### config.mk
export PLATFORM = sky130hd
export DESIGN_NAME = object_ram_arbiter
export DESIGN_NICKNAME = d
export VERILOG_FILES = /design/src/rtl/obj_ram_pkg.sv /design/src/rtl/rope_wait_counter.sv /design/src/rtl/object_ram_arbiter.sv
export SDC_FILE = /design/constraint.sdc
export NUM_CORES = 1
export LEC_CHECK = 0
export BUFFER_PORTS_ARGS = -buffer_cell sky130_fd_sc_hd__buf_4
export CAP_MARGIN = 30
export CORE_ASPECT_RATIO = 0.5
export CORE_MARGIN = 5
export CORE_UTILIZATION = 38
export CTS_CLUSTER_SIZE = 14
export DETAILED_ROUTE_END_ITERATION = 10
export PLACE_DENSITY = 0.78
export SYNTH_ARGS = -nofsm -noshare
export SYNTH_HDL_FRONTEND = slang
export SYNTH_SLANG_ARGS = --single-unit
### constraint.sdc
create_clock -name clock -period 1.7 [get_ports clock]
set_input_delay 0 -clock clock [delete_from_list [all_inputs] [get_ports clock]]
set_output_delay 0 -clock clock [all_outputs]
set_load 0.02 [all_outputs]
### src/rtl/obj_ram_pkg.sv
// Shared definitions for the object RAM and its arbiter: sizes, requester IDs,
// owner encoding and the bit layout of a stone/gold/diamond record.
package obj_ram_pkg;

  localparam int ADDR_W      = 4;
  localparam int DATA_W      = 32;
  localparam int RP_MAX_WAIT = 64;
  localparam int RP_WAIT_W   = 7;

  localparam int REQ_LD = 0;
  localparam int REQ_DR = 1;
  localparam int REQ_RP = 2;

  typedef enum logic [1:0] {
    OWN_LD   = 2'd0,
    OWN_DR   = 2'd1,
    OWN_RP   = 2'd2,
    OWN_NONE = 2'd3
  } owner_e;

  // Object record layout
  localparam int OBJ_X_HI    = 31;
  localparam int OBJ_X_LO    = 23;
  localparam int OBJ_Y_HI    = 18;
  localparam int OBJ_Y_LO    = 11;
  localparam int OBJ_TYPE_HI = 3;
  localparam int OBJ_TYPE_LO = 2;
  localparam int OBJ_VIS_BIT = 1;
  localparam int OBJ_MOV_BIT = 0;

  function automatic logic [2:0] owner_onehot(owner_e o);
    logic [2:0] v;
    v = 3'b000;
    case (o)
      OWN_LD:  v[REQ_LD] = 1'b1;
      OWN_DR:  v[REQ_DR] = 1'b1;
      OWN_RP:  v[REQ_RP] = 1'b1;
      default: v = 3'b000;
    endcase
    return v;
  endfunction

endpackage

### src/rtl/rope_wait_counter.sv
// Counts consecutive cycles the rope controller has waited; saturates and
// raises starved_o so the arbiter can let rope jump ahead of the draw engine.
module rope_wait_counter
  import obj_ram_pkg::*;
#(
  parameter int MAX_WAIT = RP_MAX_WAIT,
  parameter int WAIT_W   = RP_WAIT_W
) (
  input  logic clock,
  input  logic resetn,
  input  logic wait_i,
  input  logic clr_i,
  output logic starved_o
);

  logic [WAIT_W-1:0] count_q, count_d;
  logic              starved_q;

  always_comb begin
    count_d = count_q;
    if (clr_i || !wait_i)
      count_d = '0;
    else if (count_q != WAIT_W'(MAX_WAIT))
      count_d = count_q + WAIT_W'(1);
  end

  // Flag is computed from the next count so it always equals (count_q == MAX).
  always_ff @(posedge clock) begin
    if (!resetn) begin
      count_q   <= '0;
      starved_q <= 1'b0;
    end else begin
      count_q   <= count_d;
      starved_q <= (count_d == WAIT_W'(MAX_WAIT));
    end
  end

  assign starved_o = starved_q;

endmodule

### src/rtl/object_ram_arbiter.sv
// One-access-per-cycle scheduler for the shared 16x32 object RAM: loader first,
// then starved rope, then draw, then rope when no draw burst holds the lock.
module object_ram_arbiter #(
  parameter int ADDR_W   = obj_ram_pkg::ADDR_W,
  parameter int DATA_W   = obj_ram_pkg::DATA_W,
  parameter int MAX_WAIT = obj_ram_pkg::RP_MAX_WAIT,
  parameter int WAIT_W   = obj_ram_pkg::RP_WAIT_W
) (
  input  logic              clock,
  input  logic              resetn,
  input  logic              ld_req,
  input  logic              dr_req,
  input  logic              rp_req,
  input  logic              ld_we,
  input  logic              dr_we,
  input  logic              rp_we,
  input  logic [ADDR_W-1:0] ld_addr,
  input  logic [ADDR_W-1:0] dr_addr,
  input  logic [ADDR_W-1:0] rp_addr,
  input  logic [DATA_W-1:0] ld_wdata,
  input  logic [DATA_W-1:0] dr_wdata,
  input  logic [DATA_W-1:0] rp_wdata,
  input  logic              dr_lock,
  output logic              ld_gnt,
  output logic              dr_gnt,
  output logic              rp_gnt,
  output logic              ld_rvalid,
  output logic              dr_rvalid,
  output logic              rp_rvalid,
  output logic [DATA_W-1:0] rdata,
  output logic [ADDR_W-1:0] ram_addr,
  output logic [DATA_W-1:0] ram_wdata,
  output logic              ram_wren,
  input  logic [DATA_W-1:0] ram_q,
  output logic              rp_starved
);
  import obj_ram_pkg::*;

  owner_e            owner_d, owner_q;
  logic [2:0]        gnt_q, rvalid_q, elig;
  logic [ADDR_W-1:0] ram_addr_q, addr_d;
  logic [DATA_W-1:0] ram_wdata_q, wdata_d;
  logic              ram_wren_q, we_d;
  logic              starved;

  // A requester whose grant is showing this cycle sits out, so a held
  // request is not issued twice.
  assign elig = {rp_req, dr_req, ld_req} & ~gnt_q;

  always_comb begin
    owner_d = OWN_NONE;
    if (elig[REQ_LD])
      owner_d = OWN_LD;
    else if (elig[REQ_RP] && starved)
      owner_d = OWN_RP;
    else if (elig[REQ_DR])
      owner_d = OWN_DR;
    else if (elig[REQ_RP] && !dr_lock)
      owner_d = OWN_RP;
  end

  always_comb begin
    addr_d  = ram_addr_q;
    wdata_d = ram_wdata_q;
    we_d    = 1'b0;
    case (owner_d)
      OWN_LD: begin
        addr_d  = ld_addr;
        wdata_d = ld_wdata;
        we_d    = ld_we;
      end
      OWN_DR: begin
        addr_d  = dr_addr;
        wdata_d = dr_wdata;
        we_d    = dr_we;
      end
      OWN_RP: begin
        addr_d  = rp_addr;
        wdata_d = rp_wdata;
        we_d    = rp_we;
      end
      default: ;
    endcase
  end

  // owner_q tracks the access currently on the RAM bus; a read there turns
  // into an rvalid pulse one cycle later, when ram_q carries its data.
  always_ff @(posedge clock) begin
    if (!resetn) begin
      owner_q     <= OWN_NONE;
      gnt_q       <= 3'b000;
      rvalid_q    <= 3'b000;
      ram_addr_q  <= '0;
      ram_wdata_q <= '0;
      ram_wren_q  <= 1'b0;
    end else begin
      owner_q     <= owner_d;
      gnt_q       <= owner_onehot(owner_d);
      rvalid_q    <= ram_wren_q ? 3'b000 : owner_onehot(owner_q);
      ram_addr_q  <= addr_d;
      ram_wdata_q <= wdata_d;
      ram_wren_q  <= we_d;
    end
  end

  rope_wait_counter #(
    .MAX_WAIT (MAX_WAIT),
    .WAIT_W   (WAIT_W)
  ) u_rope_wait (
    .clock     (clock),
    .resetn    (resetn),
    .wait_i    (rp_req),
    .clr_i     (gnt_q[REQ_RP]),
    .starved_o (starved)
  );

  assign ld_gnt     = gnt_q[REQ_LD];
  assign dr_gnt     = gnt_q[REQ_DR];
  assign rp_gnt     = gnt_q[REQ_RP];
  assign ld_rvalid  = rvalid_q[REQ_LD];
  assign dr_rvalid  = rvalid_q[REQ_DR];
  assign rp_rvalid  = rvalid_q[REQ_RP];
  assign rdata      = ram_q;
  assign ram_addr   = ram_addr_q;
  assign ram_wdata  = ram_wdata_q;
  assign ram_wren   = ram_wren_q;
  assign rp_starved = starved;

endmodule

======== Word-level counts from Yosys, hierarchy flattened ========
Index checks and enable logic that the tools add are counted.
word-level totals
  flip-flop bits (word level) ............. 53
  input port bits ......................... 149
  output and inout port bits .............. 76
operators by class
  $add $sub $neg .......................... 1
  equality and inequality tests ........... 6
  mux-type cells .......................... 15
  bitwise logic cells ..................... 3
  reduce and logical (&&, ||, !) cells .... 9
operators with widths
  cell                   number
  $pmux W32 S3           1
  $mux W7                2
  $pmux W4 S3            1
  $add A7 B1 Y7 const B  1
  $eq A7 B7 Y1 const B   1
  $mux W1                7
  $ne A7 B7 Y1 const B   1
  $mux W2                3
  $eq A2 B1 Y1 const B   2
  $eq A2 B2 Y1 const B   2
  $logic_not A2 Y1       2
  $and A3 B3 Y3          1
  $not A3 Y3             1
  $pmux W1 S3            1
  $reduce_bool A3 Y1     1
  $logic_and A1 B1 Y1    2
  $logic_not A1 Y1       2
  $reduce_or A2 Y1       1
  $logic_or A1 B1 Y1     1
  $not A1 Y1             1

======== Depth between registers and ports, before layout ========
Gate-level depths: netlist (run 1).
  depth in word-level cells ............... 9
  gate-level depth with buffers ........... 7
  gate-level depth less buffers ........... 5

======== Modules after synthesis ========
From an unflattened synthesis (run 1), not the netlist that was laid out.
second synthesis, totals
  cells, all modules ...................... 288
  area, all modules ....................... 3011.6 um^2
modules (own cells, without submodules)
  module              instances  cells an instance  area each (um^2)
  object_ram_arbiter  1          237                2578.7
  rope_wait_counter   1          51                 432.9

======== Least setup slack after synthesis (run 1) ========
Ideal clock, no wire load.
  kind .................................... register to register
  start ................................... reg u_rope_wait.count_q[0]
  end ..................................... reg u_rope_wait.starved_q (netlist: u_rope_wait.starved_o)
  arrival ................................. 1529 ps
  slack ................................... 85 ps
  stages on the path, launching flop included .. 6
  buffers on the path ..................... 0
  clock period less this slack ............ 1615 ps
  path through ............................ dfxtp_1 ha_1 nand3_1 or2_1 or3_1 a221oi_2
on the way
  cells in the longest elaborated chain, start to end .. 4
ends and longest elaborated chain
  item                                                  line                                              RTL
  from (decl)                                           rope_wait_counter.sv:16                           logic [WAIT_W-1:0] count_q, count_d;
  from (signal assigned)                                rope_wait_counter.sv:33                           count_q <= count_d;
  $add A7 B1 Y7 / $ne A7 B7 Y1 (equally long branches)  rope_wait_counter.sv:24, rope_wait_counter.sv:23
  $mux W7 (*)                                           rope_wait_counter.sv:23                           else if (count_q != WAIT_W'(MAX_WAIT))
  $mux W7 (*)                                           rope_wait_counter.sv:21                           if (clr_i || !wait_i)
  $eq A7 B7 Y1 (*)                                      rope_wait_counter.sv:34                           starved_q <= (count_d == WAIT_W'(MAX_WAIT));
  to (signal assigned)                                  rope_wait_counter.sv:34
  to (decl)                                             rope_wait_counter.sv:17                           logic starved_q;
Every way passes the cells marked *; elsewhere a longest branch is shown, timed or not.
A chain may end at the register's enable or synchronous reset.

======== Final worst setup path (run 1) ========
  start ................................... reg u_rope_wait.count_q[1]
  end ..................................... reg u_rope_wait.starved_q (netlist: u_rope_wait.starved_o)
The elaborated chain is that of the path after synthesis.

==> flow_metrics.tcl, run 1 <==
set metrics [dict create \
    status "finished, final reports clean" \
    finalClockSkew_ps 4.21 \
    p_leak_nw 2.12 \
    grt_start_max_net_pins 40 \
    layout_commonest_cell "buf_4" \
    path_max_fanout 4 \
    worst_skew_pair.late_latency_ps 300 \
    slew_viol_final 0 \
    root_buffer "clkbuf_16" \
    synth_top_flop_cell "dfxtp_1" \
    grt_pass1_wl_um 16500 \
    yosys.area.top_type "dfxtp_1" \
    drt_iter0_markers 212 \
    tightest_slew_ps 379 \
    hp-class "in -> out" \
    grt_setup_unrepaired "false" \
    gp_congestion 0.809 \
    cts_tree "built" \
    yosys-top-cells-area "dfxtp_1 (33%), a311oi_1 (9.5%), o22a_1 (9.5%), buf_4 (7.7%), nor3_1 (5.8%)" \
    first_pass_iters 4 \
    syn_area_per_cell_sq_um 7.95 \
    fp.dieW_um 140 \
    maxSlewHeadroom 0.747 \
    htree_levels 2 \
    cp.required_ps 1920 \
    core_area_sq_mm 0.00812 \
    syn_nets 556 \
    mostFrequentLayoutCells "buf_4 (173), dfxtp_1 (53), nand2_1 (42), inv_1 (40), nor3_1 (37)" \
    ys_ff_latch 53 \
    vias 3369 \
    final_layout_size_suffix_gt1_frac 0.368 \
    ys_async_sr_fraction 0 \
    grt_overflow 0 \
    finalHoldViolations 0 \
    nNetsFinal 672 \
    initial_core_util 0.397 \
    maxCapViolations 0 \
    synth.yosys.seq_area_share 0.330 \
    pre_cts_ws_ps 115 \
    die_h_um 75.1 \
    synth_area_sq_mm 0.00322 \
    placed_cells 623 \
    hpwl_um 8160 \
    synth_top_area_frac 0.330 \
    synth_edf_count 0 \
    setup_viol 0 \
    r2r-end "u_rope_wait.starved_o" \
    syn_to_final_growth_pct 38.9 \
    startpoint_type "register" \
    crit_start "u_rope_wait.count_q[1]" \
    io_pins 225 \
    cts_sinks 53 \
    end_kind "register" \
    peakVddDrop_uv 424 \
    cp_data_arrival_time_ps 1790 \
    num_antenna_cells 0 \
    vias_per_cell 5.31 \
    r2r-start "u_rope_wait.count_q[1]" \
    postCtsSetupRepairBufs 0 \
    power_density_mw_per_mm2 775 \
    synth_cells 405 \
    io_buffers 160 \
    setup_slack_ps 121 \
    numCtsBuffers 5 \
    drt_wl_total_um 10800 \
    fin_tns_setup_ps 0 \
    grt_pass1_vias 3296 \
    clock.fmax_ghz 0.633 \
    gr-usage-all-layers 0.197 \
    final_cells 634 \
    antenna_found_initial 0 \
    postRouteAntennaNets 0 \
    dieArea_sq_mm 0.0105 \
    reg2reg_slack_ps 120 \
    finalCritPeriodShare 0.929 \
    clockBufferDepth 2 \
    path_class "reg -> reg" \
    rr_worst_depth 5 \
    rows 23 \
    finalCriticalPeriod_ps 1580 \
    crit_end "u_rope_wait.starved_o" \
    synth_cell_type_count 40 \
    synth_warnings 0 \
    route.detailed.drc 0 \
    cts.clk_slew.worst_paths_ps 70 \
    wl_per_cell_um 17.1 \
]
state kept, by name (all words and copies together), names as in the netlist:
register,count
u_rope_wait.count_q,7
rvalid_q,3
gnt_q,3
ram_wdata,32
owner_q,2
u_rope_wait.starved_o,1
ram_addr,4
ram_wren,1
cell type report:
cell class	count	area, sq um
clock buffer	5	125
clock inverter	3	17.5
fill	801	3640
inverter	40	150
multi-input combinational	241	1570
sequential	53	1060
tap	112	140
timing repair buffer	180	1410
synthesized netlist by cell type, types with 2 or more instances:
master    instances
nand2_1          42
ha_1              2
and3b_1           2
nand2b_1          3
buf_6             7
a31oi_1           2
a311oi_1         35
nand3_1           5
nor3b_1           2
buf_4            33
dfxtp_1          53
a21o_1            3
or3_1             2
clkbuf_1         24
nor2_1           11
o22a_1           35
nand3b_1          2
xnor2_1           2
buf_2             7
inv_1            40
a21oi_1          35
xor2_1            4
nor3_1           37
cell families after synthesis:
| family | share of synthesized area |
|---|---|
| simple gates | 0.174 |
| buf+inv | 0.187 |
| xor+xnor | 0.0163 |
| compound gates | 0.282 |
| mux | 0.00311 |
| fa+ha+maj | 0.00777 |
| flops | 0.330 |
layer usage:
metal  GRT usage  share of wire
met1       0.235           0.40
met4      0.0838          0.029
met3      0.0400          0.053
met5           0              0
met2       0.354           0.52
stage by stage:
step / area [sq um] / total power (W) / utilization / hold slack [ps]
after detailed placement: 4300 / 0.00247 / 0.529 / 0.137
after global placement: 4300 / 0.00245 / 0.529 / 0.137
after CTS: 4470 / 0.00349 / 0.551 / 0.137
final: 4470 / 0.00346 / 0.551 / 0.00561
after global routing: 4470 / 0.00365 / 0.551 / 0.0292
after floorplan: 3220 / 0.00208 / - / 113
where the power goes:
group          total [W]  leakage, nW  internal, W  switching [W]
Clock            0.00102       0.0696     0.000542       0.000480
Combinational    0.00102         1.62     0.000511       0.000511
Sequential       0.00142        0.440      0.00136      0.0000612
critical path: stages (launching register included):
cell	delay (ps)
dfxtp_1	340
ha_2	210
nand3_1	110
or2_1	290
or3_1	330
a221oi_2	210
worst min path at each step:
stage / startpoint / to / slack, ps / depth (start not counted)
5_1_grt: ram_q[30] / rdata[30] / 0.03 / 0
2_1_floorplan: ram_q[0] / rdata[0] / 110 / 1
3_3_place_gp: ram_q[22] / rdata[22] / 0.1 / 0
4_1_cts: ram_q[22] / rdata[22] / 0.1 / 0
6_report: ram_q[4] / rdata[4] / 0.006 / 0
3_5_place_dp: ram_q[22] / rdata[22] / 0.1 / 0
repair_timing:
item | CTS | global route
hold endpoints to repair | 2 | 0
hold buffers | 3 | 0
gates resized for setup | 0 | 1
endpoints found under the setup margin | 0 | 1
Note: power is estimated with default switching activity, not from simulation.
==> inputs of run 2 (changes only) <==
Settings changed: CORE_UTILIZATION 38 to 42, PLACE_DENSITY 0.78 to 0.84.
Clock period 1.7 ns to 1.6 ns, I/O delays scaled along.
==> run 2 against run 1 <==
Register-to-register slack got worse by 70 ps; clock power increased by 18%; count of clock-buffer cells in the layout unchanged; combinational power increased by 8%; hold slack about the same; fmax increased by 1.8%; via count increased by 2.1%; core utilization increased by 6.4 points; sequential power increased by 6%; first-iteration DRC count increased by 6.1%; final area increased by 1.4%; worst setup slack got worse by 71 ps; highest routed layer unchanged.
==> flow_metrics.tcl, run 2 (synthesis results as in run 1) <==
set metrics [dict create \
    status "finished, final reports clean" \
    finalCritPeriodShare 0.969 \
    clock.fmax_ghz 0.645 \
    num_antenna_cells 0 \
    final_layout_size_suffix_gt1_frac 0.390 \
    vias_per_cell 5.54 \
    postRouteAntennaNets 0 \
    grt_setup_unrepaired "true" \
    final_cells 621 \
    nNetsFinal 676 \
    mostFrequentLayoutCells "buf_4 (179), dfxtp_1 (51), nand2_1 (42), inv_1 (38), nor3_1 (37)" \
    gr-usage-all-layers 0.222 \
    p_leak_nw 2.16 \
    first_pass_iters 4 \
    finalCriticalPeriod_ps 1550 \
    cpMaxStageDelayCell "a311oi_1" \
    dieArea_sq_mm 0.00962 \
    power_density_mw_per_mm2 840 \
    numCtsBuffers 5 \
    finalHoldViolations 0 \
    syn_to_final_growth_pct 40.9 \
    max_stage_delay_ps 360 \
    grt_start_max_net_pins 40 \
    power_w 0.00381 \
    path_class "reg -> reg" \
    drt_iter0_markers 225 \
    core_area_sq_mm 0.00738 \
    grt_pass1_vias 3443 \
    maxCapViolations 0 \
    die_h_um 71.9 \
    startpoint_type "register" \
    crit_chain "nand2b_4 -> a21o_1 -> buf_4 -> a311oi_1 -> o22a_1" \
    finalClockSkew_ps 6.20 \
    drt_wl_total_um 11100 \
    cts_tree "built" \
    whs_ps 0.00664 \
    hp-class "in -> out" \
    wl_per_cell_um 17.9 \
    largest_reg_flops 32 \
    layout_commonest_cell "buf_4" \
    initial_core_util 0.436 \
    gp_congestion 0.856 \
    cp_data_arrival_time_ps 1790 \
    tightest_slew_ps 372 \
    end_kind "register" \
    vias 3440 \
    path_max_fanout 11 \
    fin_util 0.615 \
    clockBufferDepth 2 \
    cts.clk_slew.worst_paths_ps 70 \
    cts_sinks 53 \
    hpwl_um 8250 \
    fillers 663 \
    worst_skew_pair.late_latency_ps 290 \
    placed_cells 610 \
    grt_pass1_wl_um 17400 \
    htree_levels 2 \
    root_buffer "clkbuf_16" \
    rows 22 \
    io_buffers 160 \
    fp.dieW_um 134 \
    io_pins 225 \
    antenna_found_initial 0 \
    maxSlewHeadroom 0.752 \
    slew_viol_final 0 \
    setup_viol 0 \
    grt_overflow 0 \
    route.detailed.drc 0 \
    peakVddDrop_uv 478 \
    cp.required_ps 1840 \
]
[run 2: metal layers]
metal	share of wire	GRT usage	vias up
met5	0	0	-
met4	0.018	0.0582	0
met3	0.067	0.0609	22
met2	0.52	0.411	137
met1	0.40	0.258	1634
li1	-	-	1647
[run 2: area by class of cell]
type                       count  area [sq um]  area share
inverter                      40           153      0.0337
tap                           96           120      0.0265
timing repair buffer         184          1420       0.314
clock inverter                 2          35.0     0.00773
sequential                    53          1060       0.235
clock buffer                   5           125      0.0276
multi-input combinational    241          1610       0.356
[run 2: path summary, 6_finish.rpt]
| check | start | end | slack, ps | depth (start not counted) |
|---|---|---|---|---|
| worst max register to register | gnt_q[1] | ram_wdata[30] | 50 | 5 |
| worst min register to register | owner_q[0] | rvalid_q[0] | 450 | 1 |
| worst min-delay path | ram_q[12] | rdata[12] | 0.007 | 0 |
| worst max-delay path | gnt_q[1] | ram_wdata[30] | 50 | 5 |
[run 2: power breakdown]
group	internal, W	switching [W]
Combinational	0.000549	0.000555
Sequential	0.00144	0.0000669
Clock	0.000727	0.000470
Total	0.00272	0.00109
[run 2: what timing repair did]
item                       4_1_cts  5_1_grt
hold buffers                     2        0
gates resized for setup          0       11
buffers inserted                 0        2
hold endpoints to repair         1        0
setup endpoints to repair        0        4
[run 2: worst max-delay path, delay by kind of cell (launching register included)]
kind,cells,cell delay [ps]
compound gates,3,790
buf+inv,1,200
flops,1,320
simple gates,1,190
[run 2: per-stage QoR]
| stage | setup WS [ps] | TNS, ps | area [sq um] |
|---|---|---|---|
| after floorplan | 16.0 | 0 | 3220 |
| after global placement | 97.8 | 0 | 4290 |
| after detailed placement | 56.5 | 0 | 4290 |
| after CTS | 43.8 | 0 | 4470 |
| after global routing | -30.2 | -30.2 | 4530 |
| final | 49.9 | 0 | 4530 |
